## config.mk

```make
export PLATFORM = sky130hd
export DESIGN_NAME = peak_pair_hasher
export DESIGN_NICKNAME = d
export VERILOG_FILES = /design/src/rtl/peak_pair_hasher.sv
export SDC_FILE = /design/constraint.sdc
export NUM_CORES = 1
export LEC_CHECK = 0
export BUFFER_PORTS_ARGS = -buffer_cell sky130_fd_sc_hd__buf_2
export CAP_MARGIN = 20
export CORE_ASPECT_RATIO = 0.5
export CORE_MARGIN = 4
export CORE_UTILIZATION = 38
export CTS_CLUSTER_SIZE = 16
export DETAILED_ROUTE_END_ITERATION = 10
export HOLD_SLACK_MARGIN = 0.05
export PLACE_DENSITY = 0.55
export SYNTH_ARGS = -nofsm -noshare
export SYNTH_HDL_FRONTEND = slang
export SYNTH_SLANG_ARGS = --single-unit
```

## constraint.sdc

```tcl
create_clock -name clk -period 12 [get_ports clk]
set_input_delay 0 -clock clk [delete_from_list [all_inputs] [get_ports clk]]
set_output_delay 0 -clock clk [all_outputs]
set_load 0.01 [all_outputs]
```

## src/rtl/peak_pair_hasher.sv

```systemverilog
// Pairs each new frame's peaks (targets) with peaks of the previous ZONE frames (anchors)
// and streams {f_anchor, f_target, dt} hashes. Optional amplitude gate: PEAK_AMPL_FILTER_EN.
`ifndef FREQ_WIDTH
`define FREQ_WIDTH 9
`endif
`ifndef FINAL_AMPL_WIDTH
`define FINAL_AMPL_WIDTH 16
`endif
`ifndef TIME_COUNTER_WIDTH
`define TIME_COUNTER_WIDTH 16
`endif
`ifndef PEAKS
`define PEAKS 6
`endif

module peak_pair_hasher #(
    parameter int FREQ_WIDTH = `FREQ_WIDTH,
    parameter int AMPL_WIDTH = `FINAL_AMPL_WIDTH,
    parameter int TIME_WIDTH = `TIME_COUNTER_WIDTH,
    parameter int PEAKS      = `PEAKS,
    parameter int ZONE       = 2,
    parameter int DT_WIDTH   = 2,
    parameter int MIN_AMPL   = 1
) (
    input  logic                                  clk,
    input  logic                                  reset,
    input  logic                                  valid_in,
    input  logic [PEAKS-1:0][AMPL_WIDTH-1:0]      amplitudes_in,
    input  logic [PEAKS-1:0][FREQ_WIDTH-1:0]      freqs_in,
    input  logic [TIME_WIDTH-1:0]                 counter_in,
    input  logic                                  ready_in,
    output logic                                  valid_out,
    output logic [2*FREQ_WIDTH+DT_WIDTH-1:0]      hash_out,
    output logic [TIME_WIDTH-1:0]                 anchor_time_out,
    output logic                                  busy_out,
    output logic                                  frame_done_out,
    output logic                                  drop_out
);
    localparam int SW = $clog2(ZONE + 1);
    localparam int PW = (PEAKS > 1) ? $clog2(PEAKS) : 1;
    localparam int HW = 2 * FREQ_WIDTH + DT_WIDTH;
    localparam logic signed [AMPL_WIDTH-1:0] MIN_A = AMPL_WIDTH'(MIN_AMPL);

    // PREP gives the freshly written slot a cycle before the first candidate is evaluated.
    typedef enum logic [2:0] {IDLE, PREP, SCAN, EMIT, DONE} state_t;

    state_t                                   state_q;
    logic [ZONE:0][PEAKS-1:0][FREQ_WIDTH-1:0] freq_q;
    logic [ZONE:0][TIME_WIDTH-1:0]            time_q;
    logic [SW-1:0]                            wp_q, cur_q;
    logic [DT_WIDTH-1:0]                      stored_q, avail_q, lag_q, lag_d;
    logic [PW-1:0]                            a_q, a_d, t_q, t_d;
    logic                                     last_q;
    logic                                     valid_q, busy_q, done_q, drop_q;
    logic [HW-1:0]                            hash_q;
    logic [TIME_WIDTH-1:0]                    atime_q;

    logic [SW-1:0] anc_slot_c;
    logic          last_c, accept_c;
    logic [HW-1:0] hash_c;

    always_comb begin
        anc_slot_c = (SW'(lag_q) > cur_q) ? cur_q + SW'(ZONE + 1) - SW'(lag_q)
                                          : cur_q - SW'(lag_q);
        last_c = (lag_q == avail_q) && (a_q == PW'(PEAKS - 1)) && (t_q == PW'(PEAKS - 1));
        hash_c = {freq_q[anc_slot_c][a_q], freq_q[cur_q][t_q], lag_q};
        t_d    = t_q + PW'(1);
        a_d    = a_q;
        lag_d  = lag_q;
        if (t_q == PW'(PEAKS - 1)) begin
            t_d = '0;
            a_d = a_q + PW'(1);
            if (a_q == PW'(PEAKS - 1)) begin
                a_d   = '0;
                lag_d = lag_q + DT_WIDTH'(1);
            end
        end
    end

`ifdef PEAK_AMPL_FILTER_EN
    logic [ZONE:0][PEAKS-1:0][AMPL_WIDTH-1:0] ampl_q;

    assign accept_c = ($signed(ampl_q[anc_slot_c][a_q]) >= MIN_A) &&
                      ($signed(ampl_q[cur_q][t_q]) >= MIN_A);

    always_ff @(posedge clk) begin
        if (!reset && state_q == IDLE && valid_in)
            ampl_q[wp_q] <= amplitudes_in;
    end
`else
    logic unused_ampl;
    assign unused_ampl = ^{amplitudes_in, MIN_A};
    assign accept_c    = 1'b1;
`endif

    // Slot contents need no reset: stored_q == 0 keeps stale slots out of any scan.
    always_ff @(posedge clk) begin
        if (!reset && state_q == IDLE && valid_in) begin
            freq_q[wp_q] <= freqs_in;
            time_q[wp_q] <= counter_in;
        end
    end

    always_ff @(posedge clk) begin
        if (reset) begin
            state_q  <= IDLE;
            wp_q     <= '0;
            cur_q    <= '0;
            stored_q <= '0;
            avail_q  <= '0;
            lag_q    <= '0;
            a_q      <= '0;
            t_q      <= '0;
            last_q   <= 1'b0;
            valid_q  <= 1'b0;
            hash_q   <= '0;
            atime_q  <= '0;
            busy_q   <= 1'b0;
            done_q   <= 1'b0;
            drop_q   <= 1'b0;
        end else begin
            done_q <= 1'b0;
            drop_q <= valid_in && (state_q != IDLE);
            case (state_q)
                IDLE: if (valid_in) begin
                    cur_q    <= wp_q;
                    avail_q  <= stored_q;
                    wp_q     <= (wp_q == SW'(ZONE)) ? '0 : wp_q + SW'(1);
                    stored_q <= (stored_q == DT_WIDTH'(ZONE)) ? stored_q : stored_q + DT_WIDTH'(1);
                    lag_q    <= DT_WIDTH'(1);
                    a_q      <= '0;
                    t_q      <= '0;
                    busy_q   <= 1'b1;
                    state_q  <= PREP;
                end
                PREP: begin
                    if (avail_q == '0) begin
                        done_q  <= 1'b1;
                        state_q <= DONE;
                    end else begin
                        state_q <= SCAN;
                    end
                end
                SCAN: begin
                    lag_q  <= lag_d;
                    a_q    <= a_d;
                    t_q    <= t_d;
                    last_q <= last_c;
                    if (accept_c) begin
                        valid_q <= 1'b1;
                        hash_q  <= hash_c;
                        atime_q <= time_q[anc_slot_c];
                        state_q <= EMIT;
                    end else if (last_c) begin
                        done_q  <= 1'b1;
                        state_q <= DONE;
                    end
                end
                EMIT: if (ready_in) begin
                    valid_q <= 1'b0;
                    if (last_q) begin
                        done_q  <= 1'b1;
                        state_q <= DONE;
                    end else begin
                        state_q <= SCAN;
                    end
                end
                DONE: begin
                    busy_q  <= 1'b0;
                    state_q <= IDLE;
                end
                default: state_q <= IDLE;
            endcase
        end
    end

    assign valid_out       = valid_q;
    assign hash_out        = hash_q;
    assign anchor_time_out = atime_q;
    assign busy_out        = busy_q;
    assign frame_done_out  = done_q;
    assign drop_out        = drop_q;
endmodule

```

==> summary.txt, run 1 <==
Power
  • Highest ir drop seen on vdd: 102 uV
  • Pwr dens: 148 nW/um^2
  • Share of total power in sequential cells: 0.499
  • Switching fraction of total power: 0.234
  • Clock power frac: 0.387
  • Pleak: 4.86 nW
  • Sw power: 0.495 mW
  • Total internal power: 1.62 mW
  • Relative contribution of combinational cells to total power: 0.114

Drt
  • Residual DRC count: 0
  • Via count normalized by instance count: 5.55
  • DRT Pass-1 Iters: 5
  • Post-DRT Antenna Nets: 0
  • Violation count after the first detailed-route iteration: 586
  • Sum of routed wire length over all layers: 31,400 um
  • Routed wire per std cell: 22.6 um
  • Number of vias in the routed layout: 7,719

Placed design
  • Final HPWL DP: 19,400 um
  • Cell count after placement: 1,270
  • RD Place Congestion: 0.796
  • Number of input and output port buffers inserted: 113
  • Post-placement worst setup slack: 7270 ps

Hold path
  • Worst hold path stage count: 2
  • Worst min-delay path category: in -> reg
  • Hold_sp: freqs_in[46]
  • Hold-critical path endpoint: freq_q[46]

Timing
  • Setup Viol. Count Final: 0
  • Number of slew-limit violations in the final report: 0
  • Final setup TNS: 0 ps
  • Slew @ Worst Pin: 1060 ps
  • Top achievable clock speed: 0.209 GHz
  • Final worst slack: 7220 ps
  • Setup repair after global routing missed its margin: false
  • Post-route clock period utilization: 0.398
  • Worst relative slew slack: 0.294
  • Smallest hold slack: 198 ps
  • Count of final hold-check violations: 0
  • Final Critical Period: 4780 ps
  • Worst-case clock skew: 8.58 ps

Critical path
  • Critical path class: reg -> reg
  • Worst-path fanout max: 28
  • Arrival time of data at the critical path endpoint: 5200 ps
  • R2r setup slk: 7220 ps
  • Category of the worst setup path capture point: register
  • FF-to-FF Start: cur_q[0]
  • Sort of element at the start of the critical path: register
  • Worst-case reg-to-reg path depth: 10
  • Crit Reg-Reg Endpoint: hash_out[14]
  • Worst path required time: 12,430 ps

Global routing
  • Antenna violations before repair: 1
  • Total grt overflow: 0
  • Pin count of the biggest net entering global routing: 68
  • Via count of the first global-routing pass: 8,008
  • GRT Resource Usage Total: 0.182
  • First-pass GRT wire length: 48,000 um

Job
  • Max-cap violation count: 0

Floorplan
  • Die W: 256 um
  • Row count: 45
  • Boundary pin count: 210
  • Die Area: 33,900 um^2
  • Core outline area: 30,300 um^2
  • Chip Height: 132 um
  • Starting Density: 0.386

Synthesis
  • Sequential fraction of the synthesis area: 0.641
  • Nets in the synthesized netlist: 972
  • Yosys warnings: 0
  • Post-synth top area share: 0.538
  • EDFF count, synth: 210
  • Post-synth top area cell: edfxtp_1
  • Flop and latch count out of synthesis: 270
  • Mean instance size in the synthesized netlist: 14.7 um^2
  • Most frequently used flop master after synthesis: edfxtp_1
  • Top area cells in the synthesized netlist: edfxtp_1, dfxtp_1, mux4_2
  • Post-Synthesis Cells: 797
  • Netlist Area Pre-Place: 11,700 um^2
  • Fraction of registers with async set or reset after synthesis: 0
  • Count of different cell masters after synthesis: 53
  • Most instantiated cells after synthesis: edfxtp_1, nor2_1, nand2_1
  • Most repeated cell in the gate-level netlist after synthesis: edfxtp_1

Clock network
  • Maximum clock path buffer count: 3
  • Cell at the root of the clock tree: clkbuf_16
  • CTS tree: done
  • Post-CTS clock slew at the launch and capture registers of the worst setup and hold paths: 70 ps
  • # clock sinks: 270
  • Hold-fix buffer count after cts: 72
  • Number of H-tree levels: 1
  • Number of buffers added by the clock tree synthesis step: 26
  • Post_cts resized: 0
  • Post-CTS setup buffer count: 0
  • Clk Latency, worst-skew pair: 540 ps

Status
  • Status: completed

Final layout
  • Ratio of cells with drive above 1 in the final layout: 0.264
  • Post-route core utilization: 0.470
  • # nets final: 1,146
  • Final non-filler cell total: 1,390
  • Layout fillers: 2,639
  • Growth of design area from synthesis to finish: 21.9%
-- critical path, stage by stage, from the launching register on --
cell and delay [ps]:
dfxtp_1 350, inv_2 540, ha_1 250, inv_1 50
fa_1 560, xor2_4 790, buf_4 590, mux4_1 630
a221oi_1 610, or4_1 210, o2bb2ai_1 60
-- cell type report --
cell class              count  area (um^2)  share of cell area
clock buffers              34          743              0.0521
multi-input cells         462         3960               0.277
clock inverters            13          115             0.00806
flip-flops and latches    270         7510               0.526
diodes                      1         2.50            0.000175
repair buffers            202         1410              0.0991
well taps                 399          499              0.0350
inverters                   9         33.8             0.00237
-- through the flow --
stage / area, um^2 / power (mW)
floorplan: 11700 / 1.22
global route: 14300 / 2.20
CTS: 14300 / 2.14
detailed placement: 12700 / 1.30
global placement: 12700 / 1.29
finish: 14300 / 2.11
-- layout by cell type, fill, tap and decap left out, types with 5 or more instances in the layout --
master / instances
mux2i_1: 18
buf_4: 17
dlygate4sd3_1: 72
nand2_1: 68
mux4_2: 41
clkinv_2: 8
o32ai_1: 8
clkbuf_16: 28
nor2_1: 74
a22oi_1: 12
edfxtp_1: 210
o2bb2ai_1: 7
a31oi_1: 10
or4_1: 7
o21ai_0: 19
mux4_1: 14
a21oi_1: 22
nor3_1: 33
dfxtp_1: 57
inv_1: 7
buf_2: 113
nand3_1: 5
a221oi_1: 41
mux2_2: 36
-- flip-flops by register name (all words and copies together) (netlist names), 2 cells and up --
| name | cells |
|---|---|
| a_q | 3 |
| anchor_time_out | 16 |
| avail_q | 2 |
| cur_q | 2 |
| freq_q | 162 |
| hash_out | 20 |
| lag_q | 2 |
| state_q | 3 |
| stored_q | 2 |
| t_q | 3 |
| time_q | 48 |
| wp_q | 2 |
-- kinds of logic after synthesis --
kind of cell,synth area share
flops,0.641
simple gates,0.0790
compound gates,0.0820
mux,0.160
buf+inv,0.0250
xor+xnor,0.00684
fa+ha+maj,0.00598
-- how the worst max path moves through the flow --
stage	startpoint	end	cells past startpoint	slack, ps
2_1_floorplan	state_q[2]	freq_q[108]	5	3090
3_3_place_gp	cur_q[0]	hash_out[13]	10	7320
3_5_place_dp	cur_q[0]	hash_out[13]	10	7270
4_1_cts	cur_q[0]	hash_out[13]	10	7260
5_1_grt	cur_q[0]	hash_out[14]	10	6980
6_report	cur_q[0]	hash_out[14]	10	7220
-- power by group through the flow --
stage | clock [mW] | combinational (mW) | sequential [mW]
detailed placement | 0 | 0.223 | 1.07
CTS | 0.838 | 0.243 | 1.05
floorplan | 0 | 0.145 | 1.08
global placement | 0 | 0.221 | 1.07
global route | 0.880 | 0.263 | 1.06
finish | 0.818 | 0.242 | 1.05
-- routing by layer --
layer  GRT usage  part of all wire
met5           0                 0
met4      0.0335             0.017
met3      0.0397             0.063
met2       0.298              0.47
met1       0.256              0.45
Power figures use the tool's default switching activity.
==> run 2: changes to the inputs <==
--- a/config.mk
+++ b/config.mk
@@ -13,7 +13,7 @@
 export CTS_CLUSTER_SIZE = 16
 export DETAILED_ROUTE_END_ITERATION = 10
 export HOLD_SLACK_MARGIN = 0.05
-export PLACE_DENSITY = 0.55
+export PLACE_DENSITY = 0.57
 export SYNTH_ARGS = -nofsm -noshare
 export SYNTH_HDL_FRONTEND = slang
 export SYNTH_SLANG_ARGS = --single-unit
==> constraint.sdc (replaced) <==
create_clock -name clk -period 4.3 [get_ports clk]
set_input_delay 0 -clock clk [delete_from_list [all_inputs] [get_ports clk]]
set_output_delay 0 -clock clk [all_outputs]
set_load 0.01 [all_outputs]
==> run 2 against run 1 <==
Net effect:
- worst setup slack got worse by 6500 ps
- die area stayed put
- core utilization increased by 0.71 points
- register-to-register slack got worse by 6500 ps
- clock power increased to 3.0 times the previous value
- fmax grew 32%
- combinational power rose to 2.9 times the previous value
- sequential power grew to 2.8 times the previous value
- via count is 0.23% lower
==> summary.txt, run 2 (same netlist as run 1, synthesis figures left out) <==
Status
  • Status: completed

Final layout
  • # nets final: 1,153 (+0.61%)
  • Most frequent standard cell in the layout excluding fill and tap cells: edfxtp_1
  • Post-route core utilization: 0.477 (+0.00709)
  • Largest register FFs: 162 (unchanged)
  • Ratio of cells with drive above 1 in the final layout: 0.276 (+0.0119)
  • Growth of design area from synthesis to finish: 23.7%
  • Final standard cell area without fillers: 14,500 um^2 (+1.5%)
  • Most flop-heavy register: freq_q
  • Most used cells in the layout excluding fill and tap cells: edfxtp_1, buf_2, nor2_1

Critical path
  • Arrival time of data at the critical path endpoint: 4030 ps (-1170 ps)
  • Cell Chain, Critical Path: ha_1, inv_1, fa_1, xor2_4, mux4_1, a221oi_1, or4_1, o2bb2ai_1
  • Critical path class: reg -> reg
  • Buffers and inverters on the worst path: 1 (-2)
  • Worst path required time: 4730 ps (-7700 ps)
  • Category of the worst setup path capture point: register
  • Crit Reg-Reg Endpoint: hash_out[12]
  • Sort of element at the start of the critical path: register
  • Worst-path fanout max: 16 (-43%)
  • Cell family with the largest share of critical-path delay: adder cells
  • Worst-case reg-to-reg path depth: 8 (-2)
  • Slowest library cell on the worst path: xor2_4
  • CP max stage delay: 700 ps (-90 ps)
  • R2r setup slk: 690 ps (-6530 ps)
  • FF-to-FF Start: lag_q[0]

Timing
  • Count of final hold-check violations: 0 (unchanged)
  • Final Critical Period: 3610 ps (-1170 ps)
  • Slew @ Worst Pin: 960 ps (-96.7 ps)
  • Setup repair after global routing missed its margin: false
  • Worst-case clock skew: 9.83 ps (+1.25 ps)
  • Post-route clock period utilization: 0.839 (+0.441)
  • Setup Viol. Count Final: 0 (unchanged)
  • Number of slew-limit violations in the final report: 0 (unchanged)
  • Worst relative slew slack: 0.357 (+0.0630)
  • Top achievable clock speed: 0.277 GHz (+32%)

Drt
  • Residual DRC count: 0 (unchanged)
  • Routed wire per std cell: 22.2 um (-1.7%)
  • Violation count after the first detailed-route iteration: 585 (-0.17%)
  • Sum of routed wire length over all layers: 31,100 um (-1.2%)
  • Number of vias in the routed layout: 7,701 (-0.23%)
  • Uppermost layer routed: met4
  • Met3 WL post-DR: 2000 um (+1.3%)
  • Detailed-routed wire length on met2: 14,800 um (+0.63%)
  • Detailed-routing wirelength on met1: 13,600 um (-4.4%)
  • Via count normalized by instance count: 5.51 (-0.80%)
  • DRT Pass-1 Iters: 5 (unchanged)
  • Post-DRT Antenna Nets: 0 (unchanged)

Hold path
  • Worst hold path stage count: 3 (+1)
  • Hold-critical path endpoint: freq_q[122]
  • Hold_sp: reset
  • Worst min-delay path category: in -> reg

Global routing
  • First-pass GRT wire length: 47,200 um (-1.6%)
  • Total grt overflow: 0 (unchanged)
  • Via count of the first global-routing pass: 7,849 (-2.0%)
  • Pin count of the biggest net entering global routing: 71 (+4.4%)
  • Antenna violations before repair: 1 (unchanged)
  • GRT Resource Usage Total: 0.180 (-0.00281)

Clock network
  • Cell at the root of the clock tree: clkbuf_16
  • CTS tree: done
  • Number of buffers added by the clock tree synthesis step: 26 (unchanged)
  • Maximum clock path buffer count: 3 (unchanged)
  • Post-CTS clock slew at the launch and capture registers of the worst setup and hold paths: 60 ps (about the same)
  • Clk Latency, worst-skew pair: 540 ps (about the same)
  • Post_cts resized: 0 (unchanged)
  • # clock sinks: 270 (unchanged)
  • Number of H-tree levels: 1 (unchanged)

Power
  • Overall power of the completed layout: 6.08 mW (+190%)
  • Pleak: 4.96 nW (+2.1%)
  • Highest ir drop seen on vdd: 264 uV (+160%)
  • Pwr dens: 420 nW/um^2 (+180%)

Floorplan
  • Die Area: 33,900 um^2 (unchanged)
  • Core outline area: 30,300 um^2 (unchanged)
  • Row count: 45 (unchanged)
  • Die W: 256 um (unchanged)
  • Boundary pin count: 210 (unchanged)
  • Starting Density: 0.386 (unchanged)
  • Chip Height: 132 um (unchanged)

Placed design
  • Number of input and output port buffers inserted: 113 (unchanged)
  • RD Place Congestion: 0.777 (-2.4%)
  • Final HPWL DP: 19,500 um (+0.20%)
  • Post-place instance area: 12,800 um^2 (+0.88%)

Job
  • Max-cap violation count: 0 (unchanged)
-- run 2: changes by cell type in the layout (fill, tap and decap cells not counted), sizes merged --
| cell | before | now |
|---|---|---|
| inv | 8 | 10 |
| bufinv | 2 | 0 |
| clkinv | 11 | 5 |
| buf | 130 | 137 |
| clkinvlp | 1 | 2 |
| clkbuf | 34 | 40 |
-- run 2: worst max-delay path by stage --
stage | startpoint | to | slack, ps | cells after the start
global placement | lag_q[0] | hash_out[16] | 800 | 8
global route | lag_q[0] | hash_out[15] | 610 | 8
CTS | lag_q[0] | hash_out[16] | 740 | 8
finish | lag_q[0] | hash_out[12] | 690 | 8
detailed placement | lag_q[0] | hash_out[16] | 760 | 8
floorplan | state_q[2] | freq_q[108] | -1100 | 5
-- run 2: metrics by stage --
step,instances,setup WS (ps),TNS [ps],hold WS [ps]
final,1398,693,0,159
after detailed placement,1277,755,0,204
after global placement,1277,798,0,198
after floorplan,797,-1100,-227360,98.9
after global routing,1398,607,0,160
after CTS,1397,738,0,147
-- run 2: final cells by class --
class	instances	area, um^2
antenna	1	2.50
clock buffer	40	906
clock inverter	8	56.3
inverter	9	33.8
tap	399	499
timing repair buffer	209	1490
multi-input combinational	462	3990
fill	2641	15900
sequential	270	7510
-- run 2: what timing repair did --
item                                   CTS  global route
endpoints found under the hold margin  222             0
setup buffers                            0             0
hold buffers                            72             0
-- run 2: tightest hold or removal path: stages --
cell	delay, ps
buf_2	210
nor4b_4	80
buf_4	200
-- run 2: power by group --
| part | switching, mW | total (mW) | internal [mW] |
|---|---|---|---|
| registers | 0.0464 | 2.95 | 2.90 |
| clock network | 0.982 | 2.45 | 1.47 |
| logic | 0.387 | 0.690 | 0.303 |
-- run 2: layer usage --
layer	global-route usage	vias to the layer above
met5	0	-
met4	0.0420	0
met3	0.0436	41
met2	0.298	224
met1	0.241	3906
li1	-	3530
